$ cat config.mk
export PLATFORM = sky130hd
export DESIGN_NAME = mult_sched
export DESIGN_NICKNAME = d
export VERILOG_FILES = /design/src/rtl/mult_sched.sv
export SDC_FILE = /design/constraint.sdc
export NUM_CORES = 1
export LEC_CHECK = 0
export BUFFER_PORTS_ARGS = -buffer_cell sky130_fd_sc_hd__buf_2
export CAP_MARGIN = 20
export CORE_UTILIZATION = 41
export CTS_CLUSTER_SIZE = 25
export DETAILED_ROUTE_END_ITERATION = 16
export GPL_ROUTABILITY_DRIVEN = 0
export PLACE_DENSITY = 0.76
export SYNTH_ARGS = -nofsm -noshare
export SYNTH_HDL_FRONTEND = slang
export SYNTH_SLANG_ARGS = --single-unit
$ cat constraint.sdc
create_clock -name clk -period 2.2 [get_ports clk]
set_input_delay 0.11 -clock clk [delete_from_list [all_inputs] [get_ports clk]]
set_output_delay 0.11 -clock clk [all_outputs]
set_load 0.01 [all_outputs]
$ cat src/rtl/mult_sched.sv
// mult_sched: collects DEPTH operand pairs from one of two requesters into an
// external block multiplier, then reads the DEPTH results back and returns
// them to the requester that owned the batch. Grants rotate per batch.
//
// Handshake: an operand pair moves on a rising edge where reqN_valid and
// reqN_ready are both high. Ready depends only on valid, mult_rdy and the
// current owner/state, never on the next pair. Results are one-cycle pulses
// on resN_valid with no back-pressure; res_last marks the final beat.
module mult_sched #(
  parameter int LOGDEPTH = 6,
  parameter int WIDTH    = 32,
  parameter int TIMEOUT  = 1024
) (
  input  logic             clk,
  input  logic             rst,
  input  logic             req0_valid,
  input  logic [15:0]      req0_a,
  input  logic [15:0]      req0_b,
  input  logic             req1_valid,
  input  logic [15:0]      req1_a,
  input  logic [15:0]      req1_b,
  output logic             req0_ready,
  output logic             req1_ready,
  output logic             res0_valid,
  output logic             res1_valid,
  output logic [WIDTH-1:0] res_data,
  output logic             res_last,
  output logic             mult_en,
  input  logic             mult_rdy,
  output logic [15:0]      mult_in0,
  output logic [15:0]      mult_in1,
  output logic             mult_blockread,
  input  logic             mult_valid,
  input  logic [WIDTH-1:0] mult_data,
  output logic             owner,
  output logic             busy,
  output logic             err,
  output logic [2:0]       state_dbg
);

  localparam int CW = LOGDEPTH + 1;
  localparam logic [CW-1:0] DEPTH_M1 = CW'((1 << LOGDEPTH) - 1);
  localparam int WW = (TIMEOUT > 1) ? $clog2(TIMEOUT) : 1;
  localparam logic [WW-1:0] WD_LIMIT = WW'(TIMEOUT - 1);

  typedef enum logic [2:0] {
    S_IDLE     = 3'd0,
    S_FILL     = 3'd1,
    S_WAITFULL = 3'd2,
    S_DRAIN    = 3'd3,
    S_DONE     = 3'd4
  } state_t;

  state_t        state;
  logic          last_served;
  logic [CW-1:0] issue_cnt;
  logic [CW-1:0] drain_cnt;
  logic [WW-1:0] wd_cnt;
  logic          got_beat;

  logic owner_valid;
  logic accept;
  logic beat;
  logic rdy_fall;
  logic wd_active;
  logic progress;
  logic timeout;
  logic grant;

  assign state_dbg = state;
  assign busy      = (state != S_IDLE);

  // Owner-side issue path, watchdog qualifiers and the idle-time arbiter.
  always_comb begin
    owner_valid    = owner ? req1_valid : req0_valid;
    accept         = (state == S_FILL) && owner_valid && mult_rdy;
    req0_ready     = accept && !owner;
    req1_ready     = accept && owner;
    mult_en        = accept;
    mult_in0       = '0;
    mult_in1       = '0;
    if (state == S_FILL) begin
      mult_in0 = owner ? req1_a : req0_a;
      mult_in1 = owner ? req1_b : req0_b;
    end
    mult_blockread = (state == S_DRAIN) && !got_beat;
    beat           = (state == S_DRAIN) && mult_valid;
    rdy_fall       = (state == S_WAITFULL) && !mult_rdy;
    // A stalled owner (valid low) is not a hang, so FILL only counts while valid.
    wd_active      = ((state == S_FILL) && owner_valid) ||
                     (state == S_WAITFULL) || (state == S_DRAIN);
    progress       = accept || rdy_fall || beat;
    timeout        = wd_active && !progress && (wd_cnt == WD_LIMIT);
    // Tie goes to whoever did not own the last completed batch.
    grant          = (req0_valid && req1_valid) ? ~last_served : req1_valid;
  end

  // Batch FSM, counters, result register and watchdog.
  always_ff @(posedge clk or negedge rst) begin
    if (!rst) begin
      state       <= S_IDLE;
      owner       <= 1'b0;
      last_served <= 1'b1;
      issue_cnt   <= '0;
      drain_cnt   <= '0;
      wd_cnt      <= '0;
      got_beat    <= 1'b0;
      err         <= 1'b0;
      res0_valid  <= 1'b0;
      res1_valid  <= 1'b0;
      res_last    <= 1'b0;
      res_data    <= '0;
    end else begin
      res0_valid <= 1'b0;
      res1_valid <= 1'b0;
      res_last   <= 1'b0;

      case (state)
        S_IDLE: begin
          if (req0_valid || req1_valid) begin
            owner <= grant;
            state <= S_FILL;
          end
        end
        S_FILL: begin
          if (accept) begin
            issue_cnt <= issue_cnt + 1'b1;
            if (issue_cnt == DEPTH_M1) state <= S_WAITFULL;
          end
        end
        S_WAITFULL: begin
          if (!mult_rdy) state <= S_DRAIN;
        end
        S_DRAIN: begin
          if (mult_valid) begin
            got_beat   <= 1'b1;
            res_data   <= mult_data;
            res0_valid <= !owner;
            res1_valid <= owner;
            drain_cnt  <= drain_cnt + 1'b1;
            if (drain_cnt == DEPTH_M1) begin
              res_last <= 1'b1;
              state    <= S_DONE;
            end
          end
        end
        S_DONE: begin
          last_served <= owner;
          issue_cnt   <= '0;
          drain_cnt   <= '0;
          got_beat    <= 1'b0;
          state       <= S_IDLE;
        end
        default: state <= S_IDLE;
      endcase

      // Timeout never coincides with progress, so it cannot collide with a
      // state move above; it simply abandons the batch.
      if (timeout) begin
        err       <= 1'b1;
        state     <= S_IDLE;
        issue_cnt <= '0;
        drain_cnt <= '0;
        got_beat  <= 1'b0;
        wd_cnt    <= '0;
      end else if (progress) begin
        wd_cnt <= '0;
      end else if (wd_active) begin
        wd_cnt <= wd_cnt + 1'b1;
      end else if (state != S_FILL) begin
        wd_cnt <= '0;
      end
    end
  end

endmodule

After elaboration in Yosys (flattened, before gate mapping)
Index checks and enable logic that the tools add are counted.
W data, S select, Z words.
{"block": "op_classes", "n_reduce_logical": 29, "div_mod_pow": 0, "n_lt_le_gt_ge": 0, "muxes": 34, "multipliers": 0, "add_sub_neg": 3, "shift": 0, "n_bitwise": 1, "eq_ne": 14}
{"cell": "$mux W16", "n": 4}
{"cell": "$mux W10", "n": 4}
{"cell": "$mux W7", "n": 4}
{"cell": "$pmux W7 S2", "n": 2}
{"cell": "$mux W3", "n": 7}
{"cell": "$add A7 B1 Y7 const B", "n": 2}
{"cell": "$eq A7 B6 Y1 const B", "n": 2}
{"cell": "$ne A3 B3 Y1 const B", "n": 4}
{"cell": "$pmux W3 S4", "n": 1}
{"cell": "$mux W1", "n": 11}
{"cell": "$add A10 B1 Y10 const B", "n": 1}
{"cell": "$eq A10 B10 Y1 const B", "n": 1}
{"cell": "$logic_and A1 B1 Y1", "n": 10}
{"cell": "$reduce_bool A3 Y1", "n": 3}
{"cell": "$reduce_and A2 Y1", "n": 4}
{"cell": "$eq A3 B2 Y1 const B", "n": 2}
{"cell": "$ne A3 B2 Y1 const B", "n": 2}
{"cell": "$reduce_and A6 Y1", "n": 1}
{"cell": "$logic_or A1 B1 Y1", "n": 5}
{"cell": "$logic_not A1 Y1", "n": 4}
{"cell": "$reduce_bool A4 Y1", "n": 1}
{"cell": "$eq A3 B1 Y1 const B", "n": 1}
{"cell": "$eq A3 B3 Y1 const B", "n": 1}
{"cell": "$logic_not A3 Y1", "n": 1}
{"cell": "3 further kinds", "n": 3}
{"block": "word_totals", "mem_count": 0, "latchBits": 0, "inputBits": 102, "out_inout_bits": 77, "romBits": 0, "ff_bits": 66, "mem_bits_rw": 0}

Depth between registers and ports, before layout
{"block": "depth", "depth_word": 10, "ltp_mapped": 7}

Worst setup path after synthesis
No wires, ideal clock.
{"block": "synth_path", "kind": "reg-to-reg", "startpoint": "register state[1] (netlist: state_dbg[1])", "endpoint": "register issue_cnt[5]", "synth_period_minus_slack_ns": 2.133, "path_buffers": 2, "path_stages_with_launch": 8, "t_arrival_ns": 2.055, "path_slack_ns": 0.067, "required_ns": 2.122, "cell_sequence": "dfrtp_1 > buf_6 > or3b_1 > buf_6 > nor4_4 > a21oi_2 > or4_1 > a21oi_1"}
{"block": "synth_via", "elab_chain_cells": 10, "word_cells_on_any_way": 20}
{"item": "start: declaration", "line_no": "54", "rtl": "state_t state;"}
{"item": "start signal: assignment", "line_no": "101", "rtl": "state <= S_IDLE;"}
{"item": "start signal: assignment", "line_no": "122", "rtl": "state <= S_FILL;"}
{"item": "start signal: assignment", "line_no": "128", "rtl": "if (issue_cnt == DEPTH_M1) state <= S_WAITFULL;"}
{"item": "$eq A3 B1 Y1", "line_no": "76, 90, 118"}
{"item": "$logic_and A1 B1 Y1", "line_no": "76, 90"}
{"item": "$logic_and A1 B1 Y1", "line_no": "76", "rtl": "accept = (state == S_FILL) && owner_valid && mult_rdy;"}
{"item": "$logic_or A1 B1 Y1 (2 in a row)", "line_no": "92", "rtl": "progress = accept || rdy_fall || beat;"}
{"item": "$logic_not A1 Y1", "line_no": "93", "rtl": "timeout = wd_active && !progress && (wd_cnt == WD_LIMIT);"}
{"item": "$logic_and A1 B1 Y1 (2 in a row)", "line_no": "93"}
{"item": "$ne A3 B3 Y1 (no source line) or $reduce_bool A3 Y1 (tied branches)"}
{"item": "$reduce_and A2 Y1 (no source line)"}
{"item": "end signal: assignment", "line_no": "127", "rtl": "issue_cnt <= issue_cnt + 1'b1;"}
{"item": "end: declaration", "line_no": "56", "rtl": "logic [CW-1:0] issue_cnt;"}
Several ways; a longest one is shown, not always the timed one.
A chain may end at the register's enable or synchronous reset.

Worst setup path in the final report
Same ends and word-level chain as after synthesis.

==> summary.txt <==
CTS buffer count -> 9
largest area contributor in the netlist -> dfrtp_1
Post-DP HPWL -> 6940 um
post-route minimum period -> 2120 ps
Tightest Pin Transition -> 789 ps
Clock power frac -> 0.315
Max Freq -> 0.472 GHz
Final Hold Viols -> 0
#FFs+latches synth -> 66
max incr delay on CP -> 490 ps
Pint -> 3.07 mW
Die W -> 93.8 um
drt via density -> 4.99
mapped cell area -> 3450 sq um
Remaining Overflow, GRT -> 0
DRC -> 0
Startpoint Class -> flip-flop
largest net degree at the start of global routing -> 40
Area after DPL -> 4500 sq um
All-Layer GR Usage -> 0.233
crit share post-route -> 0.963
sequential area share after synthesis -> 0.479
Starting Density -> 0.422
leak pwr -> 2.76 nW
ANT nets after route -> 0
Sink Count -> 66
clk_skew -> 14.7 ps
wire length per cell -> 14.2 um
Clock Path Buffers -> 2
Crit path max-delay family -> simple AND/OR/NAND/NOR gates
Hold Path Class -> in -> reg
Design Power -> 4.50 mW
worst path buffer plus inverter count -> 0
Synth Net Count -> 507
commonest non-fill, non-tap cell in the layout -> buf_2
Layout Area Growth over Synthesis -> 48.7%
Final Routed Wirelength -> 10300 um
Core ar. -> 8180 sq um
io pins -> 179
share of the synthesized area in the top cell type -> 0.471
fill count -> 678
total of max-cap violations -> 0
CP cell instances -> or3b_4, nor4_4, a21oi_2, or4_1, a21oi_1
Slew HR -> 0.474
Post-Syn Instances -> 402
Final Max Tran Viols -> 0
CP arrival -> 2380 ps
Setup-failing EPs final -> 0
CP max FO -> 10
CP Class -> reg -> reg
fraction of layout cells with a size suffix above 1 -> 0.350
clk_lat worst skew -> 330 ps
Avg Cell Area, Syn -> 8.59 sq um
Sw Ratio -> 0.318
Comb power frac -> 0.302
CTS tree -> built
Ys Warns -> 0
part of the power in registers -> 0.384
First-pass DRT Iterations -> 4
initial DRC count -> 232
global-route wire length before repair -> 15900 um
CP endpoint kind -> flip-flop
CP max stage cell -> or4_1
CTS clk-pin slew, worst paths -> 80 ps
nets@finish -> 723
post-route setup TNS -> 0 ps
status -> complete, no violations
die area -> 8790 sq um
initial antenna violation count -> 0
Antenna diodes -> 0
WHS -> 79.6 ps
most area-consuming cells after synthesis -> dfrtp_1 47%, nand2_1 13%, mux2i_1 9.9%, nor2_1 4.8%, nand3_1 3.0%
port bufs -> 178
VDD IR-drop max -> 575 uV
Sw Pwr -> 1.43 mW
number of global-route vias before repair -> 3383
Critical Path RT -> 2460 ps
via count -> 3632
PD cells -> 877 nW/um^2
CTS root buf -> clkbuf_8
post-synth cell types -> 40
row cnt -> 33
htree depth -> 3
Final Cell Area -> 5130 sq um
commonest non-fill, non-tap cells in the layout -> 178 x buf_2, 120 x nand2_1, 63 x dfrtp_1
Die H -> 93.8 um
kinds of logic after synthesis:
group / synth area share
simple gates: 0.278
mux: 0.105
flops: 0.479
compound gates: 0.0877
xor+xnor: 0.00508
buf+inv: 0.0348
fa+ha+maj: 0.0109
per-layer routing:
metal / share of wire / GRT usage / wire length [um] / up-vias
met5: 0 / 0 / 0 / -
met4: 0.0077 / 0.0551 / 80 / 0
met3: 0.067 / 0.0761 / 689 / 8
met2: 0.48 / 0.360 / 4960 / 133
met1: 0.45 / 0.316 / 4610 / 1700
li1: - / - / - / 1791
worst paths after layout:
check                             start            to  slack (ps)  cells past startpoint
hold reg to reg            res_data[23]  res_data[23]         470                      2
max in group asynchronous           rst   res_data[4]        1130                      3
min in group asynchronous           rst  issue_cnt[3]         390                      2
hold / removal               req1_valid         owner          80                      2
setup reg to reg           state_dbg[1]  issue_cnt[5]          80                      5
setup / recovery           state_dbg[1]  issue_cnt[5]          80                      5
layout make-up:
class | instances | area (sq um) | share of cell area
clock buffer | 12 | 165 | 0.0322
multi-input combinational | 309 | 1680 | 0.328
tap | 105 | 131 | 0.0256
sequential | 66 | 1660 | 0.322
inverter | 7 | 26.3 | 0.00512
timing repair buffer | 225 | 1350 | 0.263
clock inverter | 4 | 120 | 0.0234
per-stage QoR:
stage,cells,util,setup WS [ps]
detailed placement,677,0.550,72.2
floorplan,402,-,67.0
finish,728,0.628,81.3
global route,728,0.628,-79.6
global placement,677,0.550,148
CTS,726,0.626,6.25
flip-flops by register name, indices dropped and copies added (netlist names):
register and flops:
err 1, got_beat 1, state_dbg 3, last_served 1, wd_cnt 10, issue_cnt 7, owner 1, res0_valid 1
res_data 32, drain_cnt 7, res_last 1, res1_valid 1
power by group through the flow:
stage / Clock, mW / Combinational [mW] / Sequential, mW
3_5_place_dp: 0 / 1.31 / 1.73
6_report: 1.42 / 1.36 / 1.73
2_1_floorplan: 0 / 0.677 / 1.81
5_1_grt: 1.51 / 1.51 / 1.77
4_1_cts: 1.45 / 1.35 / 1.72
3_3_place_gp: 0 / 1.26 / 1.72
repair_timing:
action,CTS,global route
setup endpoints to repair,0,4
setup buffers,0,2
hold buffers,33,0
endpoints found under the hold margin,63,0
resized for setup,0,2
cell usage after synthesis, drive strengths merged:
| library cell | count |
|---|---|
| a2111oi | 1 |
| a21bo | 1 |
| a21boi | 1 |
| a21o | 2 |
| a21oi | 14 |
| a22o | 3 |
| a31oi | 3 |
| a32o | 1 |
| and2 | 3 |
| and3 | 2 |
| buf | 6 |
| clkbuf | 14 |
| dfrtp | 65 |
| dfstp | 1 |
| ha | 3 |
| inv | 7 |
| mux2 | 2 |
| mux2i | 34 |
| nand2 | 120 |
| nand2b | 2 |
| nand3 | 21 |
| nand3b | 1 |
| nand4 | 3 |
| nor2 | 44 |
| nor2b | 2 |
| nor3 | 6 |
| nor3b | 2 |
| nor4 | 1 |
| o211ai | 3 |
| o21a | 1 |
| o21ai | 13 |
| o31ai | 5 |
| or2 | 1 |
| or3 | 7 |
| or3b | 1 |
| or4 | 4 |
| xor2 | 2 |
Power figures use the tool's default switching activity.
